--- src/rtl/ahb_ap_ctrl.sv ---
// AHB-Lite access-port controller: pops debug commands and runs them
// as single non-overlapped AHB transfers, pushing read data to the rsp FIFO.
module ahb_ap_ctrl #(
  parameter int ADDR_WIDTH = 32,
  parameter int DATA_WIDTH = 32,
  parameter int CNT_WIDTH  = 8
) (
  input  logic                  clk,
  input  logic                  nRST,
  input  logic                  cmd_empty,
  input  logic                  cmd_write,
  input  logic [ADDR_WIDTH-1:0] cmd_addr,
  input  logic [DATA_WIDTH-1:0] cmd_wdata,
  input  logic [1:0]            cmd_size,
  input  logic [CNT_WIDTH-1:0]  cmd_count,
  output logic                  cmd_rinc,
  input  logic                  rsp_wfull,
  output logic                  rsp_winc,
  output logic [DATA_WIDTH-1:0] rsp_wdata,
  output logic [ADDR_WIDTH-1:0] HADDR,
  output logic                  HWRITE,
  output logic [1:0]            HTRANS,
  output logic [2:0]            HSIZE,
  output logic [2:0]            HBURST,
  output logic [DATA_WIDTH-1:0] HWDATA,
  input  logic [DATA_WIDTH-1:0] HRDATA,
  input  logic                  HREADY,
  input  logic                  HRESP,
  output logic                  busy,
  output logic                  err,
  input  logic                  err_clr
);

  typedef enum logic [2:0] {
    S_IDLE,
    S_HOLD,
    S_ADDR,
    S_DATA,
    S_PUSH
  } state_e;

  localparam logic [ADDR_WIDTH-1:0] A_ONE = ADDR_WIDTH'(1);
  localparam logic [CNT_WIDTH-1:0]  C_ONE = CNT_WIDTH'(1);

  state_e                state_q, state_d;
  logic                  write_q, write_d;
  logic [ADDR_WIDTH-1:0] addr_q, addr_d;
  logic [DATA_WIDTH-1:0] wdata_q, wdata_d;
  logic [DATA_WIDTH-1:0] rdata_q, rdata_d;
  logic [1:0]            size_q, size_d;
  logic [CNT_WIDTH-1:0]  cnt_q, cnt_d;
  logic                  rinc_q, rinc_d;
  logic                  err_q, err_d;

  logic [1:0]            csize;
  logic [ADDR_WIDTH-1:0] caddr;
  logic [ADDR_WIDTH-1:0] step;

  // Size 3 behaves as word; start address is forced to alignment.
  always_comb begin
    csize = (cmd_size == 2'd3) ? 2'd2 : cmd_size;
    caddr = cmd_addr;
    if (csize == 2'd1) caddr[0] = 1'b0;
    if (csize == 2'd2) caddr[1:0] = 2'b00;
  end

  assign step = A_ONE << size_q;

  always_comb begin
    state_d = state_q;
    write_d = write_q;
    addr_d  = addr_q;
    wdata_d = wdata_q;
    rdata_d = rdata_q;
    size_d  = size_q;
    cnt_d   = cnt_q;
    rinc_d  = 1'b0;
    err_d   = err_q;
    if (err_clr) err_d = 1'b0;
    unique case (state_q)
      S_IDLE: begin
        if (!cmd_empty) begin
          rinc_d  = 1'b1;
          write_d = cmd_write;
          addr_d  = caddr;
          wdata_d = cmd_wdata;
          size_d  = csize;
          cnt_d   = cmd_count;
          state_d = cmd_write ? S_ADDR : S_HOLD;
        end
      end
      S_HOLD: begin
        if (!rsp_wfull) state_d = S_ADDR;
      end
      S_ADDR: begin
        if (HREADY) state_d = S_DATA;
      end
      S_DATA: begin
        if (HREADY) begin
          if (HRESP) begin
            err_d   = 1'b1;
            state_d = S_IDLE;
          end else if (!write_q) begin
            rdata_d = HRDATA;
            state_d = S_PUSH;
          end else if (cnt_q != '0) begin
            cnt_d   = cnt_q - C_ONE;
            addr_d  = addr_q + step;
            state_d = S_ADDR;
          end else begin
            state_d = S_IDLE;
          end
        end
      end
      S_PUSH: begin
        if (cnt_q != '0) begin
          cnt_d   = cnt_q - C_ONE;
          addr_d  = addr_q + step;
          state_d = S_HOLD;
        end else begin
          state_d = S_IDLE;
        end
      end
      default: state_d = S_IDLE;
    endcase
  end

  always_ff @(posedge clk or negedge nRST) begin
    if (!nRST) begin
      state_q <= S_IDLE;
      write_q <= 1'b0;
      addr_q  <= '0;
      wdata_q <= '0;
      rdata_q <= '0;
      size_q  <= 2'd0;
      cnt_q   <= '0;
      rinc_q  <= 1'b0;
      err_q   <= 1'b0;
    end else begin
      state_q <= state_d;
      write_q <= write_d;
      addr_q  <= addr_d;
      wdata_q <= wdata_d;
      rdata_q <= rdata_d;
      size_q  <= size_d;
      cnt_q   <= cnt_d;
      rinc_q  <= rinc_d;
      err_q   <= err_d;
    end
  end

  assign cmd_rinc  = rinc_q;
  assign rsp_winc  = (state_q == S_PUSH);
  assign rsp_wdata = rdata_q;
  assign HADDR     = addr_q;
  assign HWRITE    = write_q;
  assign HTRANS    = (state_q == S_ADDR) ? 2'b10 : 2'b00;
  assign HSIZE     = {1'b0, size_q};
  assign HBURST    = 3'b000;
  assign HWDATA    = wdata_q;
  assign busy      = (state_q != S_IDLE);
  assign err       = err_q;

endmodule
--- config.mk ---
export PLATFORM = sky130hd
export DESIGN_NAME = ahb_ap_ctrl
export DESIGN_NICKNAME = d
export VERILOG_FILES = /design/src/rtl/ahb_ap_ctrl.sv
export SDC_FILE = /design/constraint.sdc
export NUM_CORES = 1
export LEC_CHECK = 0
export CAP_MARGIN = 20
export CORE_ASPECT_RATIO = 1.4
export CORE_MARGIN = 1
export CORE_UTILIZATION = 33
export DETAILED_ROUTE_END_ITERATION = 16
export HOLD_SLACK_MARGIN = 0.06
export SETUP_SLACK_MARGIN = 0.15
export SKIP_CTS_REPAIR_TIMING = 1
export SLEW_MARGIN = 10
export SYNTH_ARGS = -nofsm -noshare
export SYNTH_HDL_FRONTEND = slang
export SYNTH_SLANG_ARGS = --single-unit
--- constraint.sdc ---
create_clock -name clk -period 2.5 [get_ports clk]
set_clock_uncertainty 0.1 [all_clocks]
set_input_delay 0.25 -clock clk [delete_from_list [all_inputs] [get_ports clk]]
set_output_delay 0.25 -clock clk [all_outputs]
set_load 0.005 [all_outputs]
## Word-level counts from Yosys, hierarchy flattened

Index checks and enable logic that the tools add are counted.

- Word-level logic and storage cells: 68
- Flip-flop bits (word level): 112
- Input port bits: 114

- Equality and inequality tests: 13
- $add $sub $neg: 2
- Reductions and logical operators: 8
- Bitwise logic cells: 3
- Shift-type cells: 1
- Multiplexer cells: 32

Operators with widths:

| cell | number |
|---|---|
| $mux 32 | 5 |
| $pmux 32 s3 | 1 |
| $mux 8 | 5 |
| $add 32x32->32 | 1 |
| $shl 1x2->32 const A | 1 |
| $pmux 8 s3 | 1 |
| $mux 3 | 6 |
| $pmux 3 s5 | 1 |
| $ne 2x2->1 const B | 6 |
| $mux 2 | 5 |
| $mux 1 | 8 |
| $reduce_and 4->1 | 2 |
| $reduce_bool 8->1 | 1 |
| $sub 8x1->8 const B | 1 |
| $eq 3x2->1 const B | 2 |
| $reduce_bool 3->1 | 2 |
| $reduce_and 5->1 | 1 |
| $eq 2x2->1 const B | 2 |
| $eq 3x1->1 const B | 1 |
| $eq 3x3->1 const B | 1 |
| $logic_not 3->1 | 1 |
| $not 1->1 | 3 |
| $eq 2x1->1 const B | 1 |
| $reduce_and 2->1 | 1 |

## Longest topological paths before layout

- Word-level depth: 7
- Mapped depth: 9
- Gate-level depth less buffers: 8

## Worst setup path after synthesis

OpenSTA, ideal clock, no wires.

- Kind: register to register
- Start point: register size_q[1]
- End point: register addr_q[26], in the netlist HADDR[26]
- Stages on the path, launching flop included: 10
- Arrival: 2.079 ns
- Slack: 0.234 ns
- Period minus slack after synthesis: 2.266 ns
- Cell sequence: dfrtp_1 nor2_1 ha_1 fa_1 a211oi_1 nor2_1 and3_1 clkbuf_1 a31o_2 a211oi_2

- Longest elaborated chain between the ends: 7

Ends and longest elaborated chain:

| item | RTL line | source |
|---|---|---|
| start, declared | 50 | `logic [1:0] size_q, size_d;` |
| start signal, assigned | 145 | `size_q <= size_d;` |
| $shl 1x2->32 * | 67 | `assign step = A_ONE << size_q;` |
| $add 32x32->32 * | 108, 118 |  |
| $mux 32 * | 106, 116 |  |
| $mux 32 | 103 | `end else if (!write_q) begin` |
| $mux 32 | 100 | `if (HRESP) begin` |
| $mux 32 | 99 | `if (HREADY) begin` |
| $pmux 32 s3 * | 80 | `unique case (state_q)` |
| end signal, assigned | 142 | `addr_q <= addr_d;` |
| end, declared | 47 | `logic [ADDR_WIDTH-1:0] addr_q, addr_d;` |

Every way passes the cells marked *; elsewhere a longest branch is shown, timed or not. The select of a mux whose other input is x is not followed.
A chain may end at the register's enable or synchronous reset.

## Worst setup path in the final report

- Start point: register size_q[0]
- End point: register addr_q[15], in the netlist HADDR[15]

The elaborated chain is that of the path after synthesis.

==> results by group <==
Clock network
  – Clk_lat worst skew: 0.36 ns
  – Total clock sinks: ~110
  – Root Driver: clkbuf_16
  – H-tree Lvls: 3
  – CTS tree: built
  – Clk buf depth: 2
  – Worst-path clk slew: ~0.080 ns
  – TritonCTS buffer count: 9

Floorplanning
  – Placeable Area: between 15000 and 20000 sq um
  – Row count: 56
  – # IOs: roughly 220
  – Die ar.: between 15000 and 20000 sq um
  – Initial core utilization: between 30% and 40%
  – Die H: ~160 um
  – Die W: about 110 um

Setup path
  – R2R setup slack: 0.23 ns
  – Bufs and invs on worst path: 0
  – Reg-to-reg startpoint: size_q[0]$_DFFE_PN0P_
  – CP arrival: 2.42 ns
  – CP max-delay cell: dfrtp_1
  – Crit path max-delay family: compound AO/OA/AOI/OAI gates
  – CP endpoint kind: flip-flop
  – WP data required: around 2.7 ns
  – Reg-to-Reg End: HADDR[15]$_DFFE_PN0P_
  – Crit-path cells: nor2b_2 > ha_1 > a211o_1 > a21o_4 > and2_2 > a311oi_2 > nor3_1
  – CP max FO: 11
  – Worst r2r path cells: 7
  – Startpoint Class: flip-flop
  – CP peak stage delay: between 0.4 and 0.5 ns
  – WS Path Type: flip-flop to flip-flop

Detailed routing
  – DRC Markers: 0
  – Max layer used: met4
  – M1 WL: ~7.0 mm
  – Via density: between 5 and 6
  – Final ANT Viol Nets: 0
  – Routed len/inst: 16.9 um
  – Met3 routed WL: 1.42 mm
  – Initial DRC Count: about 280
  – Vias post-DR: 5481
  – Post-Route WL: between 15 and 20 mm
  – 1st-pass router iterations: 5
  – DR WL met2: between 9 and 10 mm

STA
  – Final setup fails: 0
  – Fin crit share: between 90% and 100%
  – Sum of negative setup slack: 0 ns
  – Worst slew pin tran: between 0.6 and 0.7 ns
  – Max Fclk: roughly 0.44 GHz
  – Post-layout min period: approximately 2.3 ns
  – Max-slew violations: 0
  – Min setup slack post-route: 0.227 ns
  – Final Hold Viols: 0
  – RSZ-0062 raised after global routing: yes
  – Max transition margin: between 50% and 60%

GRT
  – GRT Overall Usage: 21.3%
  – Global-route wire length before repair: roughly 29 mm
  – Largest net degree at the start of global routing: 42
  – Gr ovfl total: 0
  – Initial antenna violation count: 0
  – Number of global-route vias before repair: 5620

Flow run
  – Max Cap Viol: 0

Placed design
  – Placed Instance Area: 8130 sq um
  – Gpl congestion: 0.842
  – DP Worst Slack: between 0.09 and 0.1 ns
  – Port buffer count: ~220
  – Post-placement cell count: ~1000
  – Detailed placement HPWL: 13.7 mm

Cells and area
  – Share of layout cells above drive strength 1: under 10%
  – # fillers: about 1600
  – Nets: 980
  – Commonest non-fill, non-tap cells in the layout: 222 x nand2_1, 216 x clkdlybuf4s50_1, 110 x dfrtp_1, 30 x nor2_1, 29 x a21oi_1
  – Final non-filler cell area: roughly 8500 sq um
  – Number of antenna diodes: 0
  – Non-filler cells, final: between 1000 and 1500
  – Most common cell after layout, fill and taps aside: nand2_1
  – Area Growth Syn to Fin: 51.3%

Status
  – Status: finished clean

Yosys
  – Syn Area/Cell: around 8.8 sq um
  – Post-synthesis sequential element count: roughly 110
  – Ys Warns: 0
  – Synth Cell Area: 5650 sq um
  – Post-synth ARST share: 100%
  – Post-synth EDFFs: 0
  – Sequential fraction of the synthesis area: 49.6%
  – Syn Inst Count: ~640
  – Yosys cell types: between 60 and 70
  – Top_reg_cell synth: dfrtp_1

Power and ir drop
  – Cell area power density: approximately 1200 nW/um^2
  – Static leakage power: ~3.8 nW
  – Total power: 9.98 mW
  – VDD IR max: 508 uV

Worst hold path
  – HP Class: input port to async pin
worst reg2reg max path: stages, from the launching register on:
cell      delay, ns
dfrtp_1        0.43
nor2b_2        0.19
ha_1           0.29
a211o_1        0.30
a21o_4         0.26
and2_2         0.24
a311oi_2       0.28
nor3_1         0.08
per-stage QoR:
step / hold slack (ns) / utilization (%)
after global routing: 0.303 / 51.0
after detailed placement: 0.138 / 48.5
after CTS: -0.259 / 50.4
after global placement: 0.136 / 48.5
after floorplan: -0.146 / -
final: 0.271 / 51.0
synthesized netlist by cell type, drive strengths merged, types with 2 or more instances:
cell type  number  area share, %
mux2i           3           0.53
clkbuf         18            1.2
nor4            3           0.33
a211o           2           0.31
and2            7           0.78
nor3           13            1.2
nand3          11           0.97
nand2b          4           0.58
a31oi          10            1.1
o22a            8            1.2
a41oi           4           0.62
nand2         222             15
and4            2           0.31
and3            8           0.89
a311oi          7            1.1
nor2b           2           0.22
ha              6            1.3
inv            10           0.66
a31o            2           0.31
o22ai           6           0.66
or3             5           0.64
o21ai          22            2.0
nand4          11            1.2
or3b            2           0.35
nand4b          2           0.58
a21o            2           0.27
a21oi          30            2.7
nor3b           3           0.40
a41o            3           0.53
buf            28            3.2
o2bb2ai         3           0.69
a211oi          8            1.3
o31a            4           0.62
dfrtp         112             50
nor2           31            2.1
o21a            6           0.80
a2bb2oi         7            1.4
metal layers:
layer,GRT usage (%),vias up
li1,-,2641
met1,24.6,2621
met2,36.7,202
met3,6.24,17
met4,8.38,0
met5,0,-
how the worst max path moves through the flow:
stage	endpoint	cells after the start	start
CTS	HADDR[19]$_DFFE_PN0P_	7	size_q[0]$_DFFE_PN0P_
floorplan	HADDR[26]$_DFFE_PN0P_	9	size_q[1]$_DFFE_PN0P_
detailed placement	HADDR[28]$_DFFE_PN0P_	6	HREADY
global placement	HADDR[28]$_DFFE_PN0P_	6	HREADY
finish	HADDR[15]$_DFFE_PN0P_	7	size_q[0]$_DFFE_PN0P_
global route	HADDR[15]$_DFFE_PN0P_	7	size_q[0]$_DFFE_PN0P_
power breakdown:
group          switching [mW]  total, mW  internal, mW
logic                    2.22       4.97          2.75
clock network           0.741       1.54         0.800
registers               0.783       3.48          2.69
total                    3.74       9.98          6.24
state kept, by name (all words and copies together), names as in the netlist:
name	count
HADDR	32
HWDATA	32
cmd_rinc	1
cnt_q	8
err	1
rsp_wdata	32
HWRITE	1
state_q	3
size_q	2
area by class of cell:
type                            instances  area (sq um)  share of cell area [%]
Clock buffer                            9           225                    2.64
Multi-Input combinational cell        477          2650                    31.1
Timing Repair Buffer                  248          2470                    29.0
Sequential cell                       112          2810                    32.8
Clock inverter                          7          86.3                    1.01
Inverter                               11          46.3                   0.542
Tap cell                              203           254                    2.97
logic make-up (layout without fill, tap and decap cells):
kind of cell    count (synthesis)  in the layout  synth area share (%)
simple gates                  328            328                  25.6
compound gates                132            132                  16.9
flops                         112            112                  49.6
buf+inv                        57            275                  5.23
fa+ha+maj                       7              7                  1.68
mux                             4              4                 0.731
other cells                     1              5                0.0664
xor+xnor                        1              1                 0.155
Note: power is estimated with default switching activity, not from simulation.
